==> config.mk <==
export PLATFORM = sky130hd
export DESIGN_NAME = vector_rev_serializer
export DESIGN_NICKNAME = d
export VERILOG_FILES = /design/src/rtl/vector_rev_pkg.sv /design/src/rtl/vector_rev_serializer.sv
export SDC_FILE = /design/constraint.sdc
export NUM_CORES = 1
export LEC_CHECK = 0
export ABC_AREA = 1
export BUFFER_PORTS_ARGS = -buffer_cell sky130_fd_sc_hd__buf_2
export CAP_MARGIN = 20
export CORE_MARGIN = 2
export CORE_UTILIZATION = 40
export DETAILED_ROUTE_END_ITERATION = 8
export PLACE_DENSITY = 0.62
export SYNTH_ARGS = -nofsm -noshare
export SYNTH_HDL_FRONTEND = slang
export SYNTH_SLANG_ARGS = --single-unit
==> constraint.sdc <==
create_clock -name clk -period 1.5 [get_ports clk]
set_clock_uncertainty 0.15 [all_clocks]
set_input_delay 0.15 -clock clk [delete_from_list [all_inputs] [get_ports clk]]
set_output_delay 0.15 -clock clk [all_outputs]
set_load 0.01 [all_outputs]
==> src/rtl/vector_rev_pkg.sv <==
// Shared types and helpers for the vector serializer family.
// The bit-reverse helper is shared so a future deserializer can use it too.
package vector_rev_pkg;

    typedef enum logic {
        IDLE  = 1'b0,
        SHIFT = 1'b1
    } state_t;

    localparam int MAX_WIDTH = 32;

    // Mirrors the low w bits of v (result[i] = v[w-1-i]); bits at and above w are zero.
    function automatic logic [MAX_WIDTH-1:0] reverseBits(input logic [MAX_WIDTH-1:0] v,
                                                         input int w);
        logic [MAX_WIDTH-1:0] r;
        r = '0;
        for (int i = 0; i < MAX_WIDTH; i++) begin
            if (i < w) begin
                r[i] = v[w-1-i];
            end
        end
        return r;
    endfunction

endpackage

==> src/rtl/vector_rev_serializer.sv <==
// Parallel-to-serial converter with ready/valid on both sides.
// Words can stream back-to-back with no idle cycle between them.
module vector_rev_serializer
    import vector_rev_pkg::*;
#(
    parameter int WIDTH     = 8,
    parameter int MSB_FIRST = 1
) (
    input  logic             clk,
    input  logic             rst,
    input  logic [WIDTH-1:0] in_,
    input  logic             in_valid,
    output logic             in_ready,
    output logic             out,
    output logic             out_valid,
    input  logic             out_ready,
    output logic             out_last
);

    localparam int                CW       = (WIDTH > 1) ? $clog2(WIDTH) : 1;
    localparam logic [CW-1:0]     LAST_IDX = CW'(WIDTH - 1);

    state_t             r_state;
    state_t             w_nextState;
    logic [WIDTH-1:0]   r_sh;
    logic [CW-1:0]      r_cnt;
    logic [WIDTH-1:0]   w_loadWord;
    logic               w_accept;
    logic               w_fire;
    logic               w_isLast;

    // LSB-first is done by loading the mirrored word and always shifting out the MSB.
    generate
        if (MSB_FIRST != 0) begin : g_msbFirst
            assign w_loadWord = in_;
        end else begin : g_lsbFirst
            assign w_loadWord = WIDTH'(reverseBits(32'(in_), WIDTH));
        end
    endgenerate

    assign w_isLast = (r_state == SHIFT) && (r_cnt == LAST_IDX);
    assign w_fire   = (r_state == SHIFT) && out_ready;
    assign w_accept = in_valid && in_ready;

    always_ff @(posedge clk) begin
        if (rst) begin
            r_state <= IDLE;
        end else begin
            r_state <= w_nextState;
        end
    end

    always_comb begin
        w_nextState = r_state;
        case (r_state)
            IDLE: begin
                if (w_accept) begin
                    w_nextState = SHIFT;
                end
            end
            SHIFT: begin
                if (w_fire && w_isLast) begin
                    w_nextState = w_accept ? SHIFT : IDLE;
                end
            end
            default: w_nextState = IDLE;
        endcase
    end

    // in_ready opens on the final bit so the next word loads on the same edge.
    always_comb begin
        out_valid = (r_state == SHIFT);
        out       = r_sh[WIDTH-1];
        out_last  = w_isLast;
        in_ready  = (r_state == IDLE) || (w_fire && w_isLast);
    end

    always_ff @(posedge clk) begin
        if (rst) begin
            r_sh  <= '0;
            r_cnt <= '0;
        end else if (w_accept) begin
            r_sh  <= w_loadWord;
            r_cnt <= '0;
        end else if (w_fire && !w_isLast) begin
            r_sh  <= {r_sh[WIDTH-2:0], 1'b0};
            r_cnt <= r_cnt + CW'(1);
        end
    end

endmodule

Word level (Yosys, flattened, before mapping):

Index checks and enable logic that the tools add are counted.

* bits in registers: 12
* input bits: 12
* output and inout bits: 4
* logic and storage cells: 20

* $add $sub $neg: 1
* eq/ne operators: 1
* mux-type cells: 5
* bitwise gates (word level): 1
* reductions and logical operators: 9

Operators by type and width (count)
* 8-bit two-way mux: 2
* 1-bit logical AND: 5
* 3-bit by 1-bit adder with 3-bit output (second input constant): 1
* 3-bit equality test (second input constant): 1
* 1-bit two-way mux: 2
* 1-bit case mux with 2 select lines: 1
* 2-bit nonzero test: 1
* 2-bit OR reduction: 1
* 1-bit zero test: 1
* 1-bit logical OR: 1
* 1-bit NOT: 1

Depth between registers and ports, before layout:

* depth in word-level cells: 8
* mapped depth: 8
* gate-level depth less buffers: 8

Worst setup path before layout:

Ideal clock, no wire load.

* path kind: register to register
* start point: register r_cnt[0]
* end point: register r_cnt[0]
* setup time: 0.113 ns
* arrival: 1.282 ns
* required time: 1.237 ns
* setup slack: -0.044 ns
* stages on the path, launching flop included: 8
* buffers on the path: 1
* clock period less this slack: 1.544 ns
* cell sequence: dfxtp_1 ha_1 ha_1 inv_2 nand3_4 buf_12 xor2_2 nor2_2

* longest elaborated chain between the ends: 6
* elaborated cells between the ends (all ways): 9
* classes of those cells: add/sub (1); eq/ne (1); reduce/logical (7)

RTL lines
* from (decl): RTL line vector_rev_serializer.sv:26 `logic [CW-1:0] r_cnt;`
* from (signal assigned): RTL line vector_rev_serializer.sv:87 `r_cnt <= r_cnt + CW'(1);`
* 3-bit equality test: RTL line vector_rev_serializer.sv:41 `assign w_isLast = (r_state == SHIFT) && (r_cnt == LAST_IDX);`
* 1-bit logical AND: RTL line vector_rev_serializer.sv:41
* 1-bit logical AND: RTL line vector_rev_serializer.sv:75 `in_ready = (r_state == IDLE) || (w_fire && w_isLast);`
* 1-bit logical OR: RTL line vector_rev_serializer.sv:75
* 1-bit logical AND: RTL line vector_rev_serializer.sv:43 `assign w_accept = in_valid && in_ready;`
* 2-bit OR reduction (no source line)

Several ways; a longest one is shown, not always the timed one.
A chain may end at the register's enable or synchronous reset.

Final worst setup path:

* start point: register r_cnt[1]
* end point: output in_ready

* longest elaborated chain between the ends: 4

RTL lines
* 3-bit equality test: RTL line vector_rev_serializer.sv:41
* 1-bit logical AND: RTL line vector_rev_serializer.sv:41
* 1-bit logical AND: RTL line vector_rev_serializer.sv:75
* 1-bit logical OR: RTL line vector_rev_serializer.sv:75
* to (decl): RTL line vector_rev_serializer.sv:13 `output logic in_ready,`

No other way between the ends.

==> flow_summary.html <==
<table>
<tr><th>Metric</th><th>Value</th></tr>
<tr><th colspan="2">Run status</th></tr>
<tr><td>Run status</td><td>finished with violations</td></tr>
<tr><td>Violated checks</td><td>setup timing</td></tr>
<tr><th colspan="2">Timing</th></tr>
<tr><td>Minimum clock period</td><td>1520 ps</td></tr>
<tr><td>Number of setup violations in the final report</td><td>1</td></tr>
<tr><td>Max Transition Viols Final</td><td>0</td></tr>
<tr><td>Highest clock rate</td><td>658 MHz</td></tr>
<tr><td>Actual slew at the worst max-slew pin</td><td>281 ps</td></tr>
<tr><td>Final hold viol count</td><td>0</td></tr>
<tr><td>Worst relative slew slack</td><td>81.3%</td></tr>
<tr><td>Final critical-path share of the clock period</td><td>101%</td></tr>
<tr><td>RSZ-0062 raised after global routing</td><td>true</td></tr>
<tr><td>Post-route worst setup slack</td><td>-19.6 ps</td></tr>
<tr><th colspan="2">Place</th></tr>
<tr><td>Number of cells after detailed placement</td><td>127</td></tr>
<tr><td>Half-perimeter wire length of the detailed placement result</td><td>1.04 mm</td></tr>
<tr><td>Placer congestion estimate</td><td>0.756</td></tr>
<tr><td>Number of I/O port buffers</td><td>15</td></tr>
<tr><th colspan="2">Synthesis</th></tr>
<tr><td>Mapped cell area</td><td>818 sq um</td></tr>
<tr><td>Sequential area share after synthesis</td><td>29.4%</td></tr>
<tr><td>Number of synthesized register bits</td><td>12</td></tr>
<tr><td>Post-Syn Nets</td><td>103</td></tr>
<tr><td>Post-synthesis average cell area</td><td>9.19 sq um</td></tr>
<tr><td>Share of Yosys cell area claimed by the top area cell type</td><td>29.4%</td></tr>
<tr><td>Post-synth top flop</td><td>dfxtp_1</td></tr>
<tr><td>Yosys Warn Count</td><td>0</td></tr>
<tr><td>Number of instances in the synthesized netlist</td><td>89</td></tr>
<tr><td>Synth top area cells</td><td>dfxtp_1 29%, nand3_2 9.8%, a21oi_2 8.6%</td></tr>
<tr><td>Share of async-settable or async-resettable flops after synthesis</td><td>0%</td></tr>
<tr><td>Library cells used by synthesis</td><td>22</td></tr>
<tr><td>Count of flip-flops with a built-in enable after synthesis</td><td>0</td></tr>
<tr><td>Cell type with the largest total area after synthesis</td><td>dfxtp_1</td></tr>
<tr><th colspan="2">Pwr</th></tr>
<tr><td>Static Leak</td><td>0.410 nW</td></tr>
<tr><td>Comb pwr share</td><td>19.5%</td></tr>
<tr><td>Cell internal pwr</td><td>553 uW</td></tr>
<tr><td>Power density of the placed cells</td><td>799 nW/um^2</td></tr>
<tr><td>Switching power</td><td>221 uW</td></tr>
<tr><td>Sequential power share</td><td>46.5%</td></tr>
<tr><td>IR drop worst, VDD</td><td>479 uV</td></tr>
<tr><td>Switch share</td><td>28.6%</td></tr>
<tr><td>Clk network pwr share</td><td>33.9%</td></tr>
<tr><th colspan="2">Cells and area</th></tr>
<tr><td>Register Area</td><td>244 sq um</td></tr>
<tr><td>Number of nets in the final layout</td><td>122</td></tr>
<tr><td>Final Instance Count excl. Fillers</td><td>134</td></tr>
<tr><td>Number of fill cells</td><td>196</td></tr>
<tr><td>Area occupied by multi-input gates</td><td>499 sq um</td></tr>
<tr><td>Final core area utilization</td><td>49.9%</td></tr>
<tr><td>Fraction of layout cells with a size suffix above 1</td><td>49.5%</td></tr>
<tr><td>Commonest non-fill, non-tap cells in the layout</td><td>18 x nand2_1, 14 x buf_2, 9 x nand3_2, 9 x dfxtp_1, 8 x a21oi_2</td></tr>
<tr><td>Area added between synthesis and finish</td><td>18.3%</td></tr>
<tr><td>Number of diodes</td><td>0</td></tr>
<tr><td>Commonest non-fill, non-tap cell in the layout</td><td>nand2_1</td></tr>
<tr><th colspan="2">Clocking</th></tr>
<tr><td>Cts bufs inserted</td><td>3</td></tr>
<tr><td>Clock latency of the later-clocked register in the worst-skew pair</td><td>280 ps</td></tr>
<tr><td>Clk pin slew, worst setup/hold paths</td><td>80 ps</td></tr>
<tr><td>Root Buffer</td><td>clkbuf_4</td></tr>
<tr><td>Clock H-tree levels</td><td>1</td></tr>
<tr><td>Clock tree from TritonCTS</td><td>built</td></tr>
<tr><td>CTS Buffer Depth</td><td>2</td></tr>
<tr><td>Clk sink count</td><td>12</td></tr>
<tr><th colspan="2">Route</th></tr>
<tr><td>Total Wirelength</td><td>1.57 mm</td></tr>
<tr><td>Wirelength per Cell</td><td>11.7 microns</td></tr>
<tr><td>Via count</td><td>657</td></tr>
<tr><td>Antenna viol nets, final</td><td>0</td></tr>
<tr><td>DRC errors left</td><td>0</td></tr>
<tr><td>Via density</td><td>4.90</td></tr>
<tr><td>Iter 0 DRT Violations</td><td>15</td></tr>
<tr><td>Drt pass-1 iters</td><td>4</td></tr>
<tr><th colspan="2">Worst hold path</th></tr>
<tr><td>Startpoint of the worst hold path</td><td>rst</td></tr>
<tr><td>Min-delay worst type</td><td>in -&gt; reg</td></tr>
<tr><th colspan="2">Floorplan</th></tr>
<tr><td>Initial core utilization</td><td>42.1%</td></tr>
<tr><td>Chip width</td><td>49.2 microns</td></tr>
<tr><td>Overall die area</td><td>2420 sq um</td></tr>
<tr><td>Die Span Y</td><td>49.2 microns</td></tr>
<tr><td>Std-Cell Core Area</td><td>1940 sq um</td></tr>
<tr><td>Core Rows</td><td>16</td></tr>
<tr><td>IO Pins</td><td>16</td></tr>
<tr><th colspan="2">Setup path</th></tr>
<tr><td>Source of the critical timing path</td><td>r_cnt[1]</td></tr>
<tr><td>Kind of critical path</td><td>reg -&gt; out</td></tr>
<tr><td>Crit end category</td><td>output pin</td></tr>
<tr><td>Required time reported for the critical path endpoint</td><td>1200 ps</td></tr>
<tr><td>Endpoint arrival time on the critical path</td><td>1220 ps</td></tr>
<tr><td>Maximum fanout along the worst path</td><td>3</td></tr>
<tr><td>Crit path launch type</td><td>flop</td></tr>
<tr><td>Beginning of the worst register-to-register path</td><td>r_cnt[1]</td></tr>
<tr><th colspan="2">Global route</th></tr>
<tr><td>Vias in the first global route</td><td>598</td></tr>
<tr><td>Total global routing overflow</td><td>0</td></tr>
<tr><td>Antenna violations before repair</td><td>0</td></tr>
<tr><td>Global Route Usage Sum</td><td>14.4%</td></tr>
<tr><td>Pin count of the biggest net entering global routing</td><td>19</td></tr>
<tr><td>Wire length of the first global-routing pass</td><td>2.64 mm</td></tr>
<tr><th colspan="2">Job</th></tr>
<tr><td>Max Cap Violations</td><td>0</td></tr>
</table>
[layer usage]
metal | share of wire, % | global-route usage, %
met5 | 0 | 0
met1 | 46 | 17.6
met3 | 3.0 | 2.76
met4 | 1.1 | 7.14
met2 | 50 | 23.9
[kinds of logic (layout without fill, tap and decap cells)]
| group | count (synthesis) | after routing | synth area share [%] |
|---|---|---|---|
| buffers and inverters | 15 | 32 | 15.0 |
| AND/OR/NAND/NOR | 48 | 49 | 39.8 |
| AO/OA/AOI/OAI | 11 | 11 | 10.9 |
| flip-flops | 12 | 12 | 29.4 |
| adder cells (fa/ha/maj) | 2 | 2 | 3.06 |
| XOR/XNOR | 1 | 1 | 1.99 |
[stage by stage]
| stage | hold slack [ps] | cell area [sq um] | TNS (ps) | setup WS (ps) | power (mW) |
|---|---|---|---|---|---|
| finish | 62.0 | 968 | -19.6 | -19.6 | 0.774 |
| global route | 65.0 | 968 | -200 | -54.9 | 0.813 |
| CTS | 59.2 | 955 | -24.2 | -24.2 | 0.780 |
| detailed placement | 298 | 860 | -248 | -63.6 | 0.504 |
| global placement | 290 | 860 | -62.8 | -47.0 | 0.501 |
| floorplan | 176 | 821 | 0 | 1.89 | 0.491 |
[synth_stat cells (2+ instances only)]
| cell type | number |
|---|---|
| a21oi_2 | 8 |
| buf_12 | 2 |
| buf_6 | 3 |
| dfxtp_1 | 12 |
| ha_1 | 2 |
| inv_1 | 7 |
| nand2_1 | 18 |
| nand2_4 | 2 |
| nand3_1 | 3 |
| nand3_2 | 8 |
| nand3b_1 | 7 |
| nand4_1 | 7 |
[final timing paths]
kind              end  cells past startpoint  slack (ps)
max          in_ready                      5         -20
min           r_sh[0]                      2          60
max reg2reg   r_sh[2]                      8          40
min reg2reg   r_sh[7]                      2         330
[critical path, stage by stage (launching register included)]
cell	delay (ps)
dfxtp_2	340
ha_4	160
ha_4	170
nand2_4	80
nand2_8	70
buf_6	130
[power groups by stage]
| stage | sequential (mW) | clock [mW] | combinational (mW) |
|---|---|---|---|
| global route | 0.363 | 0.284 | 0.166 |
| CTS | 0.359 | 0.270 | 0.150 |
| floorplan | 0.360 | 0 | 0.131 |
| global placement | 0.364 | 0 | 0.138 |
| finish | 0.360 | 0.263 | 0.151 |
| detailed placement | 0.364 | 0 | 0.140 |
[area by class of cell]
class | instances | share of cell area (%)
flip-flops and latches | 12 | 25.2
multi-input cells | 63 | 51.6
repair buffers | 20 | 12.9
clock buffers | 4 | 3.75
inverters | 8 | 3.10
well taps | 27 | 3.49
[flip-flops by register name, indices dropped and copies added, names as in the netlist]
register	count
out_valid	1
r_cnt	3
r_sh	8
[timing repair]
action                                  CTS  global route
pin swaps                                 1             0
buffers inserted                          1             0
resized for setup                         9             1
endpoints found under the setup margin   12            10
cloned                                    0             1
hold endpoints to repair                  1             0
hold buffers                              1             0
No activity file was read; power rests on OpenSTA's default activity.
